--- src/rtl/serial_adder.sv ---
// Bit-serial adder: accepts two WIDTH-bit operands, adds them one bit per
// clock LSB-first, then presents the registered sum and carry-out with a
// one-cycle done pulse.
module serial_adder #(
  parameter int WIDTH = 8
) (
  input  logic             clk,
  input  logic             rst,
  input  logic             start,
  input  logic [WIDTH-1:0] a,
  input  logic [WIDTH-1:0] b,
  output logic             busy,
  output logic             done,
  output logic [WIDTH-1:0] sum,
  output logic             carry
);

  localparam int CW = $clog2(WIDTH + 1);

  typedef enum logic [1:0] {IDLE, ADD, DONE} state_t;

  state_t           state, state_nxt;
  logic [WIDTH-1:0] a_sh, b_sh, s_sh;
  logic             cy;
  logic [CW-1:0]    cnt;
  logic             s_bit, c_out, last_bit;

  // Full adder on the current operand LSBs and the running carry
  assign s_bit    = a_sh[0] ^ b_sh[0] ^ cy;
  assign c_out    = (a_sh[0] & b_sh[0]) | (cy & (a_sh[0] ^ b_sh[0]));
  assign last_bit = (cnt == CW'(WIDTH - 1));

  // State register
  always_ff @(posedge clk or posedge rst) begin
    if (rst) state <= IDLE;
    else     state <= state_nxt;
  end

  // Next-state logic; start only matters in IDLE
  always_comb begin
    state_nxt = state;
    case (state)
      IDLE:    if (start)    state_nxt = ADD;
      ADD:     if (last_bit) state_nxt = DONE;
      DONE:                  state_nxt = IDLE;
      default:               state_nxt = IDLE;
    endcase
  end

  // Working registers: load on accept, shift one bit per ADD cycle
  always_ff @(posedge clk or posedge rst) begin
    if (rst) begin
      a_sh <= '0;
      b_sh <= '0;
      s_sh <= '0;
      cy   <= 1'b0;
      cnt  <= '0;
    end else begin
      case (state)
        IDLE: if (start) begin
          a_sh <= a;
          b_sh <= b;
          s_sh <= '0;
          cy   <= 1'b0;
          cnt  <= '0;
        end
        ADD: begin
          a_sh <= a_sh >> 1;
          b_sh <= b_sh >> 1;
          s_sh <= {s_bit, s_sh[WIDTH-1:1]};
          cy   <= c_out;
          cnt  <= cnt + 1'b1;
        end
        default: ;
      endcase
    end
  end

  // Result registers update only on the edge that enters DONE, folding in
  // the final bit computed on that same edge so no partial value is seen
  always_ff @(posedge clk or posedge rst) begin
    if (rst) begin
      sum   <= '0;
      carry <= 1'b0;
    end else if (state == ADD && last_bit) begin
      sum   <= {s_bit, s_sh[WIDTH-1:1]};
      carry <= c_out;
    end
  end

  assign busy = (state == ADD);
  assign done = (state == DONE);

endmodule
--- config.mk ---
export PLATFORM = sky130hd
export DESIGN_NAME = serial_adder
export DESIGN_NICKNAME = d
export VERILOG_FILES = /design/src/rtl/serial_adder.sv
export SDC_FILE = /design/constraint.sdc
export NUM_CORES = 1
export LEC_CHECK = 0
export CAP_MARGIN = 20
export CORE_ASPECT_RATIO = 0.5
export CORE_UTILIZATION = 40
export CTS_CLUSTER_DIAMETER = 30
export DETAILED_ROUTE_END_ITERATION = 8
export GPL_TIMING_DRIVEN = 0
export SLEW_MARGIN = 20
export SYNTH_ARGS = -nofsm -noshare
export SYNTH_HDL_FRONTEND = slang
export SYNTH_SLANG_ARGS = --single-unit
export TNS_END_PERCENT = 100
--- constraint.sdc ---
create_clock -name clk -period 2.3 [get_ports clk]
set_clock_uncertainty 0.2 [all_clocks]
set_input_delay 0.46 -clock clk [delete_from_list [all_inputs] [get_ports clk]]
set_output_delay 0.46 -clock clk [all_outputs]
set_load 0.03 [all_outputs]
After elaboration in Yosys (flattened, before gate mapping). Index checks and enable logic that the tools add are counted.

Add/subtract/negate cells: 1. Eq/ne operators: 5. Multiplexer cells: 13. Bitwise gates (word level): 5. Reduce and logical (&&, ||, !) cells: 5.

Operator list (count): $pmux W8 S2 (3); $mux W8 (3); $pmux W4 S2 (1); $add A4 B1 Y4 const B (1); $eq A4 B3 Y1 const B (1); $mux W2 (2); $mux W4 (1); $pmux W2 S2 (1); $reduce_and A2 Y1 (2); $and A1 B1 Y1 (2); $eq A2 B1 Y1 const B (1); $eq A2 B2 Y1 const B (1); $logic_not A2 Y1 (1); $ne A2 B1 Y1 const B (1); $ne A2 B2 Y1 const B (1); $pmux W1 S2 (1); $reduce_bool A2 Y1 (1); $xor A1 B1 Y1 (2); $logic_and A1 B1 Y1 (1); $mux W1 (1); $or A1 B1 Y1 (1).

Register bits after elaboration: 40. Output and inout bits: 11.

Depth between registers and ports, before layout. Gate-level depths: netlist (run 1).

Depth after elaboration: 4. Mapped depth: 6. Mapped depth without buffers: 4.

Worst setup path after synthesis (run 1). Ideal clock, no wire load.

Kind: register to output. Start point: register state[0]. End point: output done. Data arrival time: 1.178 ns. Path slack: 0.462 ns. Cell stages (with the launch flop): 4. Path through: dfrtp_1 -> buf_2 -> buf_2 -> nor2b_1.

Word-level cells in the longest chain between the ends: 1.

RTL lines: from (decl) (line 22) `state_t state, state_nxt;`; from (signal assigned) (line 36) `else state <= state_nxt;`; $eq A2 B2 Y1 (line 92) `assign done = (state == DONE);`; to (decl) (line 13) `output logic done,`.

No other way between the ends.

Worst setup path after layout (run 1).
Start point: register state[1]. End point: output busy.

Word-level cells in the longest chain between the ends: 1.

RTL lines: $eq A2 B1 Y1 (line 91) `assign busy = (state == ADD);`; to (decl) (line 12) `output logic busy,`.

No other way between the ends.

==> impl_metrics.csv, run 1 <==
group,metric,value,unit
route,wire_per_inst,13.9,um
run,drv_cap,0,
clock_network,numClockSinks,39,
die,start_util,41.8,%
timing,period_share,96.5,%
timing,finalHoldViolCount,0,
clock_network,clkTransAtPathRegs,0.07,ns
timing,drv_slew,0,
timing,fin_tns_setup,0,ns
clock_network,root_buffer,"clkbuf_8",
place,dp_hpwl,2160,um
clock_network,cts_setup_buffers,0,
timing,max_freq,450,MHz
power_and_ir_drop,power.total,0.00250,W
route,drt_wl_total,3150,um
route,ant_nets,0,
finish,antenna_cells,0,
logic_synthesis,syn_area,1640,um^2
finish,fin_util,53.7,%
die,pin_count,30,
logic_synthesis,ys_warn_count,0,
logic_synthesis,yosysSeqAreaShare,59.5,%
power_and_ir_drop,ir_drop,0.000373,V
logic_synthesis,synth-seq-cells,39,
timing,worst_pin_slew,0.441,ns
route,first_iter_violations,44,
route,vias,1169,
timing,slew-limit-headroom,70.6,%
run_status,status,"finished, final reports clean",
place,io_buffers,29,
place,dp_slack,-0.183,ns
critical_path,arrival,1.56,ns
clock_network,cts_buffers,5,
timing,grt_setup_unrepaired,"no",
place,place.gp.congestion,0.749,
logic_synthesis,ys_types,25,
timing,finalSetupViolCount,0,
global_routing,antenna_found_initial,0,
finish,mostFrequentLayoutCells,"dfrtp_1, clkdlybuf4s50_1, nand2_1, o21ai_0, a22o_1",
logic_synthesis,synth_cells,135,
global_routing,grt_max_degree,22,
power_and_ir_drop,p_leak,0.949,nW
die,die-area,4380,um^2
worst_hold_path,hold_class,"reg -> reg",
die,die_h,47.3,um
timing,finalWorstSetupSlack,0.0794,ns
die,coreArea,3920,um^2
die,row_count,16,
route,drcViolationCount,0,
clock_network,cts.path.max_buffers,2,
timing,min_period,2.22,ns
power_and_ir_drop,p_per_area,1180,nW/um^2
die,die_width,92.6,um
finish,nets,192,
critical_path,crit_path_end_kind,"primary output",
global_routing,grt_pass1_wl,4810,um
critical_path,crit_path_max_fanout,13,
clock_network,holdBufCountCts,0,
global_routing,first_global_vias,1046,
route,firstDrtPassIters,4,
global_routing,gr-total-overflow,0,
critical_path,startpoint_type,"flop",
finish,drive_above_1_share,16.9,%
logic_synthesis,syn_avg_cell_area,12.2,um^2
clock_network,htreeDepth,2,
critical_path,critical_path_class,"reg -> out",
finish,layout-area-overhead-vs-synth,28.4,%
route,via_per_inst,5.17,
global_routing,grt_usage,15.1,%
logic_synthesis,syn_nets,156,
finish,final_common_cell,"dfrtp_1",
clock_network,cts_tree,"yes",
clock_network,clock_latency,0.29,ns
critical_path,cp.required,1.64,ns
## synth_stat cells, drive strengths merged
cell type / number / area [um^2]
a211oi: 1 / 7.51
a21oi: 5 / 25.0
a22o: 12 / 105
a22oi: 11 / 82.6
and3b: 3 / 26.3
buf: 8 / 48.8
clkbuf: 2 / 7.51
dfrtp: 39 / 976
fa: 1 / 20.0
ha: 1 / 12.5
inv: 2 / 7.51
mux2: 10 / 113
mux2i: 1 / 10.0
nand2: 15 / 56.3
nand2b: 1 / 6.26
nand3: 1 / 5.00
nand4: 1 / 6.26
nor2: 1 / 3.75
nor2b: 4 / 32.5
nor3b: 1 / 12.5
o21ai: 14 / 70.1
o21bai: 1 / 7.51
## timing repair
action                     4_1_cts  5_1_grt
gates cloned                     0        0
setup endpoints to repair        2        1
resized for setup                5        1
## final cells by class
cell class	instances	area, um^2
Timing Repair Buffer	30	319
Clock inverter	1	5.00
Fill cell	375	1820
Sequential cell	39	976
Multi-Input combinational cell	84	602
Tap cell	54	67.6
Inverter	2	7.51
Clock buffer	7	76.3
Buffer	9	55.1
## registers in the layout (all words and copies together), names as in the netlist
signal  flops
cy          1
a_sh        8
b_sh        8
cnt         4
state       2
s_sh        7
carry       1
sum         8
## final timing paths
kind / from / to / slack, ns / cells past startpoint
setup reg to reg: state[1] / sum[1] / 0.38 / 5
hold reg to reg: b_sh[1] / b_sh[1] / 0.28 / 2
max in group asynchronous: rst / a_sh[1] / 1.15 / 3
setup / recovery: state[1] / busy / 0.08 / 3
min in group asynchronous: rst / s_sh[6] / 0.29 / 2
hold / removal: b_sh[1] / b_sh[1] / 0.28 / 2
## routing by layer
metal  vias up  track usage, %  wire [um]
li1        556               -          -
met1       581            20.9       1640
met2        27            23.0       1330
met3         5            4.85        138
met4         0            4.69         41
met5         -               0          0
## cells by family (layout without fill, tap and decap cells)
kind of cell / count (synthesis) / after routing / share of synthesized area, %
buffers and inverters: 12 / 49 / 3.89
DFF: 39 / 39 / 59.5
AOI/OAI and AO/OA: 44 / 44 / 18.1
and+or+nand+nor: 27 / 27 / 9.07
adders and majority gates: 2 / 2 / 1.98
muxes: 11 / 11 / 7.47
## stage by stage
stage               hold slack (ns)  area (um^2)  instances
floorplan                     0.250         1640        135
global placement              0.264         2000        218
detailed placement            0.271         2030        219
CTS                           0.288         2110        226
global route                  0.306         2110        226
finish                        0.282         2110        226
## power breakdown
| group | leakage [nW] | switching, W | internal [W] |
|---|---|---|---|
| Combinational | 0.398 | 0.000483 | 0.000467 |
| Sequential | 0.510 | 0.000164 | 0.000941 |
| Clock | 0.0422 | 0.000227 | 0.000213 |
## critical path: stages (launching register included)
cell	delay (ns)
dfrtp_1	0.37
buf_2	0.19
nor2b_4	0.30
clkdlybuf4s15_1	0.42
Note: power is estimated with default switching activity, not from simulation.
==> run 2, diff against run 1 <==
CORE_UTILIZATION = 45   (was 40)
CTS_CLUSTER_DIAMETER = 40   (was 30)
PLACE_DENSITY = 0.7   (was unset)
clock period = 2.8 ns   (was 2.3 ns; I/O delays follow)
==> run 2 against run 1 <==
Combinational power fell by 18%. Final area barely moved. Clock power fell by 14%. Die area fell by 11%. Sequential power fell by 18%. Sequential share of layout area barely moved. First-iteration DRC count rose by 48%. Sequential cell count did not move. Non-clock buffer count did not move. Critical path depth did not move.
==> impl_metrics.csv, run 2 (synthesized netlist as in run 1, its figures left out) <==
group,metric,value,unit
route,drcViolationCount,0,
route,wire_per_inst,14.0,um
finish,drive_above_1_share,17.0,%
timing,slew-limit-headroom,74.8,%
die,row_count,15,
clock_network,htreeDepth,2,
clock_network,numClockSinks,39,
timing,finalSetupViolCount,0,
clock_network,cts_buffers,5,
timing,grt_setup_unrepaired,"no",
critical_path,worst_r2r_path_depth,5,
die,start_util,47.5,%
global_routing,grt_max_degree,25,
clock_network,clock_latency,0.29,ns
place,dp_slack,0.204,ns
route,drt_wl_total,3120,um
die,die_width,87.4,um
worst_hold_path,hold_class,"reg -> reg",
timing,drv_slew,0,
critical_path,arrival,1.85,ns
finish,mostFrequentLayoutCells,"dfrtp_1, clkdlybuf4s50_1, nand2_1, o21ai_0, a22o_1",
finish,final_common_cell,"dfrtp_1",
critical_path,critPathLaunch,"state[1]",
timing,finalHoldViolCount,0,
clock_network,root_buffer,"clkbuf_8",
clock_network,clkTransAtPathRegs,0.07,ns
power_and_ir_drop,pwr-share-seq,44.0,%
power_and_ir_drop,switching_power,0.000720,W
critical_path,critical_path_class,"reg -> out",
die,die-area,3910,um^2
power_and_ir_drop,p_clk_share,18.2,%
place,place.gp.congestion,0.764,
clock_network,cts_setup_buffers,0,
critical_path,rr_endpoint,"sum[7]",
critical_path,cp.required,2.04,ns
finish,antenna_cells,0,
timing,period_share,93.3,%
route,first_iter_violations,65,
timing,worst_pin_slew,0.378,ns
global_routing,antenna_found_initial,0,
place,io_buffers,29,
place,dp_hpwl,2220,um
critical_path,crit_path_max_fanout,13,
power_and_ir_drop,p_per_area,981,nW/um^2
critical_path,crit_path_end_kind,"primary output",
critical_path,cpPeakStageDelay,0.73,ns
die,die_h,44.7,um
run_status,status,"finished, final reports clean",
critical_path,path_depth,3,
critical_path,critPathCapture,"busy",
finish,fin_util,61.1,%
critical_path,critPathTopFamily,"buffers and inverters",
critical_path,ff2ff_setup_slack,0.90,ns
route,firstDrtPassIters,4,
critical_path,cp_num_buf_inv,2,
power_and_ir_drop,combPwrFrac,37.8,%
global_routing,grt_usage,19.2,%
route,ant_nets,0,
timing,finalWorstSetupSlack,0.188,ns
timing,fin_tns_setup,0,ns
global_routing,grt_pass1_wl,5440,um
critical_path,startpoint_type,"flop",
die,coreArea,3450,um^2
route,via_per_inst,5.35,
timing,max_freq,383,MHz
critical_path,timing.rr.start,"state[1]",
die,pin_count,30,
global_routing,first_global_vias,1141,
power_and_ir_drop,intPower,0.00135,W
critical_path,crit_path_cell_trace,"buf_2 > nor2b_4 > clkdlybuf4s50_1",
finish,layout-area-overhead-vs-synth,28.5,%
power_and_ir_drop,p_leak,0.971,nW
critical_path,cp_slowest_cell,"clkdlybuf4s50_1",
clock_network,cts.path.max_buffers,2,
power_and_ir_drop,ir_drop,0.000399,V
finish,nets,192,
run,drv_cap,0,
clock_network,cts_tree,"yes",
power_and_ir_drop,sw_frac_of_total,34.8,%
timing,min_period,2.61,ns
route,vias,1188,
finish,largest_registers,"a_sh: 8 flops, b_sh: 8 flops, sum: 8 flops",
global_routing,gr-total-overflow,0,
run 2: cell count changes in the layout (fill, tap and decap cells not counted):
cell,before,now
clkdlybuf4s15_2,1,0
buf_2,5,6
clkdlybuf4s50_1,27,28
dlymetal6s2s_1,0,1
clkbuf_1,3,1
clkdlybuf4s15_1,1,0
clkbuf_8,5,6
buf_4,2,1
run 2: per-layer routing:
layer / wire length (um) / track usage [%] / part of all wire [%] / up-vias
met5: 0 / 0 / 0 / -
met3: 114 / 4.94 / 3.7 / 7
met1: 1520 / 26.9 / 49 / 600
met2: 1440 / 28.9 / 46 / 22
met4: 48 / 8.85 / 1.5 / 0
li1: - / - / - / 559
run 2: worst min-delay path by stage:
stage / startpoint / depth (start not counted) / slack (ns) / endpoint
finish: b_sh[2] / 2 / 0.28 / b_sh[2]
global route: a_sh[5] / 2 / 0.32 / a_sh[5]
CTS: b_sh[2] / 2 / 0.29 / b_sh[2]
detailed placement: b_sh[2] / 2 / 0.27 / b_sh[2]
global placement: a_sh[1] / 2 / 0.26 / a_sh[1]
floorplan: a_sh[2] / 2 / 0.25 / a_sh[2]
run 2: repair_timing:
| item | in CTS | in global routing |
|---|---|---|
| hold buffers | 0 | 0 |
| gates resized for setup | 0 | 1 |
| setup endpoints to repair | 1 | 1 |
| pin swaps | 0 | 0 |
run 2: power groups by stage:
| stage | sequential, W | combinational, W | clock (W) |
|---|---|---|---|
| 2_1_floorplan | 0.000998 | 0.000440 | 0 |
| 3_3_place_gp | 0.000910 | 0.000766 | 0 |
| 3_5_place_dp | 0.000922 | 0.000798 | 0 |
| 4_1_cts | 0.000912 | 0.000792 | 0.000384 |
| 5_1_grt | 0.000942 | 0.000855 | 0.000422 |
| 6_report | 0.000911 | 0.000782 | 0.000377 |
run 2: cell type report:
| class | instances | area (um^2) |
|---|---|---|
| fillers | 309 | 1340 |
| flip-flops and latches | 39 | 976 |
| multi-input cells | 84 | 602 |
| repair buffers | 30 | 320 |
| clock buffers | 6 | 82.6 |
| well taps | 51 | 63.8 |
| plain buffers | 9 | 52.6 |
| inverters | 2 | 7.51 |
| clock inverters | 1 | 5.00 |
run 2: worst register-to-register path, cell delays in order (launching register included):
cell and delay (ns):
dfrtp_1 0.35, buf_2 0.19, nor2b_4 0.30, nor3b_2 0.24
buf_6 0.17, mux2_2 0.34
run 2: stage by stage:
step                      total power [W]  hold slack [ns]  area (um^2)  instances
final                             0.00207            0.285         2110        222
after global routing              0.00222            0.315         2110        222
after CTS                         0.00209            0.287         2110        222
after detailed placement          0.00172            0.271         2020        216
after global placement            0.00168            0.264         2000        215
after floorplan                   0.00144            0.250         1640        135
==> run 3, diff against run 2 <==
CORE_MARGIN = 2   (was unset)
CTS_CLUSTER_DIAMETER = unset   (was 40)
==> run 3 against run 2 <==
Non-clock buffer count grew 1. Critical path depth grew 1. Combinational power is essentially flat. First-iteration DRC count shrank 35%. Final area grew 0.77%. Die area grew 6.9%. Sequential cell count is the same. Total power grew 1.9%. Register-to-register slack gained 0.18 ns. Critical endpoint is now done. Fmax shrank 4.1%. Utilization grew 0.14 points.
==> impl_metrics.csv, run 3 (synthesized netlist as in run 1, its figures left out) <==
group,metric,value,unit
power_and_ir_drop,p_per_area,992,nW/um^2
finish,nets,193,
finish,largest_registers,"a_sh: 8 flops, b_sh: 8 flops, sum: 8 flops",
route,via_per_inst,5.33,
power_and_ir_drop,ir_drop,0.000312,V
critical_path,critPathTopFamily,"buffers and inverters",
run_status,status,"finished, final reports clean",
global_routing,grt_max_degree,24,
power_and_ir_drop,switching_power,0.000730,W
finish,fin_util,61.2,%
clock_network,cts_buffers,5,
critical_path,cpPeakStageDelay,0.67,ns
clock_network,cts_setup_buffers,0,
clock_network,holdBufCountCts,0,
critical_path,cp_num_buf_inv,3,
clock_network,clock_latency,0.29,ns
place,io_buffers,29,
critical_path,startpoint_type,"flop",
worst_hold_path,min_path_cells,2,
critical_path,critPathLaunch,"state[0]",
finish,fill_cells,280,
route,vias,1193,
global_routing,first_global_vias,1057,
timing,period_share,97.2,%
worst_hold_path,hold_class,"reg -> reg",
finish,layout-area-overhead-vs-synth,29.5,%
place,dp_slack,0.229,ns
global_routing,grt_usage,17.3,%
die,start_util,47.3,%
route,drt_wl_total,3140,um
clock_network,cts_tree,"yes",
power_and_ir_drop,p_leak,0.956,nW
power_and_ir_drop,sw_frac_of_total,34.6,%
critical_path,rr_endpoint,"carry",
critical_path,cp_slowest_cell,"clkdlybuf4s50_1",
route,drcViolationCount,0,
route,firstDrtPassIters,4,
timing,worst_pin_slew,0.431,ns
power_and_ir_drop,intPower,0.00138,W
critical_path,timing.rr.start,"state[1]",
power_and_ir_drop,pwr-share-seq,43.0,%
die,pin_count,30,
global_routing,gr-total-overflow,0,
critical_path,ff2ff_setup_slack,1.08,ns
place,place.gp.congestion,0.740,
global_routing,antenna_found_initial,0,
finish,final_common_cell,"dfrtp_1",
critical_path,worst_r2r_path_depth,5,
route,ant_nets,0,
critical_path,arrival,1.96,ns
critical_path,critical_path_class,"reg -> out",
critical_path,cpMostUsedCell,"buf_2",
timing,fin_tns_setup,0,ns
timing,finalHoldViolCount,0,
power_and_ir_drop,combPwrFrac,37.0,%
worst_hold_path,hold_end,"b_sh[1]",
critical_path,cp.required,2.04,ns
clock_network,cts.path.max_buffers,2,
clock_network,clkTransAtPathRegs,0.07,ns
place,dp_hpwl,2150,um
timing,max_freq,367,MHz
timing,drv_slew,0,
global_routing,grt_pass1_wl,5170,um
clock_network,numClockSinks,39,
route,first_iter_violations,42,
worst_hold_path,min_from,"b_sh[1]",
die,coreArea,3470,um^2
finish,antenna_cells,0,
die,die_width,89.4,um
clock_network,htreeDepth,2,
die,row_count,15,
timing,min_period,2.72,ns
run,drv_cap,0,
power_and_ir_drop,p_clk_share,20.0,%
power_and_ir_drop,power.total,0.00211,W
finish,mostFrequentLayoutCells,"dfrtp_1, clkdlybuf4s50_1, nand2_1, o21ai_0, a22o_1",
timing,holdWs,0.284,ns
route,wire_per_inst,14.0,um
clock_network,root_buffer,"clkbuf_8",
critical_path,crit_path_cell_trace,"buf_2 > buf_2 > nor2b_1 > clkdlybuf4s50_1",
finish,drive_above_1_share,17.3,%
timing,slew-limit-headroom,71.2,%
die,die_h,46.7,um
timing,finalSetupViolCount,0,
timing,finalWorstSetupSlack,0.0774,ns
timing,grt_setup_unrepaired,"no",
critical_path,crit_path_max_fanout,10,
die,die-area,4180,um^2
critical_path,crit_path_end_kind,"primary output",
-- run 3: cell count changes in the layout (fill, tap and decap cells not counted), sizes merged --
cell	delta
clkbuf	+2
dlygate4sd2	+1
clkinvlp	+1
dlymetal6s2s	-1
clkinv	-1
-- run 3: stage by stage --
step / area (um^2) / cells
6_report: 2130 / 224
5_1_grt: 2130 / 224
4_1_cts: 2130 / 224
3_5_place_dp: 2020 / 216
3_3_place_gp: 2000 / 215
2_1_floorplan: 1640 / 135
-- run 3: final cells by class --
type | instances | area [um^2] | area share (%)
sequential | 39 | 976 | 45.9
multi-input combinational | 84 | 602 | 28.3
timing repair buffer | 30 | 317 | 14.9
clock buffer | 7 | 96.3 | 4.53
tap | 51 | 63.8 | 3.00
buffer | 10 | 56.3 | 2.65
clock inverter | 1 | 7.51 | 0.353
inverter | 2 | 7.51 | 0.353
-- run 3: worst max-delay path by stage --
stage / endpoint / slack [ns] / depth (start not counted)
after floorplan: done / 0.86 / 3
after global placement: busy / 0.22 / 4
after detailed placement: busy / 0.23 / 4
after CTS: done / 0.09 / 4
after global routing: done / 0.01 / 4
final: done / 0.08 / 4
-- run 3: what timing repair did --
item,in CTS,in global routing
endpoints found under the hold margin,0,0
setup endpoints to repair,1,0
gates resized for setup,1,0
-- run 3: metal layers --
| metal | track usage, % | wire (um) | part of all wire, % | vias to the layer above |
|---|---|---|---|---|
| met1 | 23.6 | 1530 | 49 | 592 |
| met5 | 0 | 0 | 0 | - |
| li1 | - | - | - | 563 |
| met4 | 5.37 | 27 | 0.86 | 0 |
| met3 | 5.56 | 162 | 5.2 | 5 |
| met2 | 26.7 | 1420 | 45 | 33 |
-- run 3: power groups by stage --
stage	Sequential [W]	Clock (W)	Combinational (W)
finish	0.000907	0.000421	0.000780
global route	0.000935	0.000449	0.000858
CTS	0.000909	0.000430	0.000786
detailed placement	0.000921	0	0.000787
global placement	0.000910	0	0.000768
floorplan	0.000998	0	0.000440
-- run 3: worst min-delay path, delay by kind of cell (launching register included) --
family	cells	cell delay (ns)
flip-flops	1	0.35
AO/OA/AOI/OAI	1	0.06
AND/OR/NAND/NOR	1	0.05
==> variant, RTL diff (settings of run 1) <==
Reset style: synchronous (`rst`), changed in 3 clocked blocks.
--- a/src/rtl/serial_adder.sv
+++ b/src/rtl/serial_adder.sv
@@ -31,7 +31,7 @@
   assign last_bit = (cnt == CW'(WIDTH - 1));
 
   // State register
-  always_ff @(posedge clk or posedge rst) begin
+  always_ff @(posedge clk) begin
     if (rst) state <= IDLE;
     else     state <= state_nxt;
   end
@@ -48,7 +48,7 @@
   end
 
   // Working registers: load on accept, shift one bit per ADD cycle
-  always_ff @(posedge clk or posedge rst) begin
+  always_ff @(posedge clk) begin
     if (rst) begin
       a_sh <= '0;
       b_sh <= '0;
@@ -78,7 +78,7 @@
 
   // Result registers update only on the edge that enters DONE, folding in
   // the final bit computed on that same edge so no partial value is seen
-  always_ff @(posedge clk or posedge rst) begin
+  always_ff @(posedge clk) begin
     if (rst) begin
       sum   <= '0;
       carry <= 1'b0;
Formal check against the unedited RTL: differs if rst is asserted again (counterexample within 4 cycles, from zero or initial values and one cycle with rst high); with rst held inactive, the same outputs for 10 cycles.
==> variant against run 1 <==
- synthesized area is 8.6% higher
- setup slack better by 0.12 ns
- synthesized cell count is 57% higher
- largest cell class is now multi-input gates
- routed wire length is 41% higher
- non-clock buffer count is 9 higher
- design area is 6.1% higher
- sequential cell count stayed put
Power is not compared: it rests on default switching activity, and its combinational part moved more than twofold at a synthesized area within 25%.
==> variant: results (changes against run 1) <==
Synthesis
  • Most used flip-flop cell after synthesis: dfxtp_1
  • Distinct cells, synth: 29 (+16%)
  • Number of nets produced by synthesis: 233 (+49%)
  • Synthesized netlist cell count: 212 (+57%)
  • Most common library cells after synthesis: 39 x dfxtp_1, 35 x a21oi_1, 30 x nor2_1
  • Share of synthesized area occupied by flip-flops and latches: 43.8% (-16 points)
  • Leading cell types by total area after synthesis: dfxtp_1 44%, a21oi_1 9.8%, o221a_2 7.6%, nor2_1 6.3%, a22oi_1 3.8%
  • Share of async-settable or async-resettable flops after synthesis: 0% (-100 points)

Finish
  • Top Registers: a_sh: 8 flops, b_sh: 8 flops, sum: 8 flops
  • Fraction of layout cells with a size suffix above 1: 16.1% (-0.73 points)
  • FILL cells: 416 (+11%)
  • # nets final: 268 (+40%)
  • FF+latch area: 782 µm² (-20%)

Placement
  • Routability-driven placement congestion ratio: 0.793 (+6.0%)
  • Instance count after placement with tap cells included: 295 (+35%)
  • Estimated wirelength of the detail-placed design: 3020 µm (+40%)
  • Area after DPL: 2140 µm² (+5.6%)
  • DP Worst Slack: -0.0481 ns (+0.135 ns)

GRT
  • GRT Total Usage: 20.2% (+5.1 points)
  • Wire length of the first global-routing pass: 7250 µm (+51%)
  • Pin count of the biggest net entering global routing: 14 (-36%)
  • Met3 usage in global routing: 5.61% (+0.75 points)
  • Vias in the first global route: 1451 (+39%)
  • Met2 Usage GRT: 28.1% (+5.2 points)
  • Met1 track demand over resource in global routing: 30.9% (+10 points)

Detailed routing
  • Via-to-Cell Ratio: 5.47 (+5.8%)
  • Via count: 1653 (+41%)
  • Routed length per instance: 14.7 µm (+5.6%)
  • DR iter-0 viols: 43 (-2.3%)

Timing
  • Slew at the pin with the worst max-slew slack: 0.509 ns (+0.0686 ns)
  • Ratio of final minimum period to clock period: 91.2% (-5.4 points)
  • Worst hold slack: 0.273 ns (-0.00931 ns)

Setup path
  • Slack of the worst reg-to-reg path: 0.60 ns (+0.22 ns)
  • R2R Path Start: cnt[0]$_SDFFE_PP0P_
  • Worst setup path startpoint: state[1]$_SDFFE_PP0P_
  • Critical register-to-register path endpoint: sum[5]$_SDFFE_PP0P_
  • Largest stage delay on the critical path: 0.35 ns (-0.07 ns)
  • Critical-path maximum fanout: 10 (-3)
  • Critical path arrival: 1.44 ns (-0.12 ns)
  • Slowest cell on crit path: dfxtp_2

Hold path
  • Hold_sp: s_sh[1]$_SDFFE_PP0P_
  • End point of the most critical hold path: sum[0]$_SDFFE_PP0P_

Clock network
  • Worst-path clk slew: 0.09 ns (+0.02 ns)

Outcome
  • Result of the run: completed

Pwr
  • PnR Total Power: 1410 µW
variant: cell count changes in the layout (fill, tap and decap cells not counted), moves of 14 or more:
cell / delta
a21oi_1: +30
dfrtp_1: -39
dfxtp_1: +38
nor2_1: +29
o21ai_0: -14
variant: routing by layer:
metal  wire length, µm  vias up  part of all wire (%)
met5                 0        -                     0
met4                11        0                  0.25
met3               180        2                   4.1
met2              1860       32                    42
met1              2380      792                    54
li1                  -      827                     -
variant: layout make-up:
cell class	count	area share, %
sequential	39	35.0
buffer	19	4.25
tap	54	3.02
clock buffer	6	3.69
clock inverter	2	0.727
multi-input combinational	140	38.4
timing repair buffer	29	12.8
inverter	13	2.18
variant: cells by family after synthesis:
group	after synthesis	share of synthesized area (%)
DFF	39	43.8
and+or+nand+nor	62	16.4
AOI/OAI and AO/OA	76	29.9
adders and majority gates	2	1.82
buffers and inverters	33	8.07
variant: timing repair:
action	CTS	global route
resized for setup	7	4
gates cloned	0	0
setup endpoints to repair	2	2
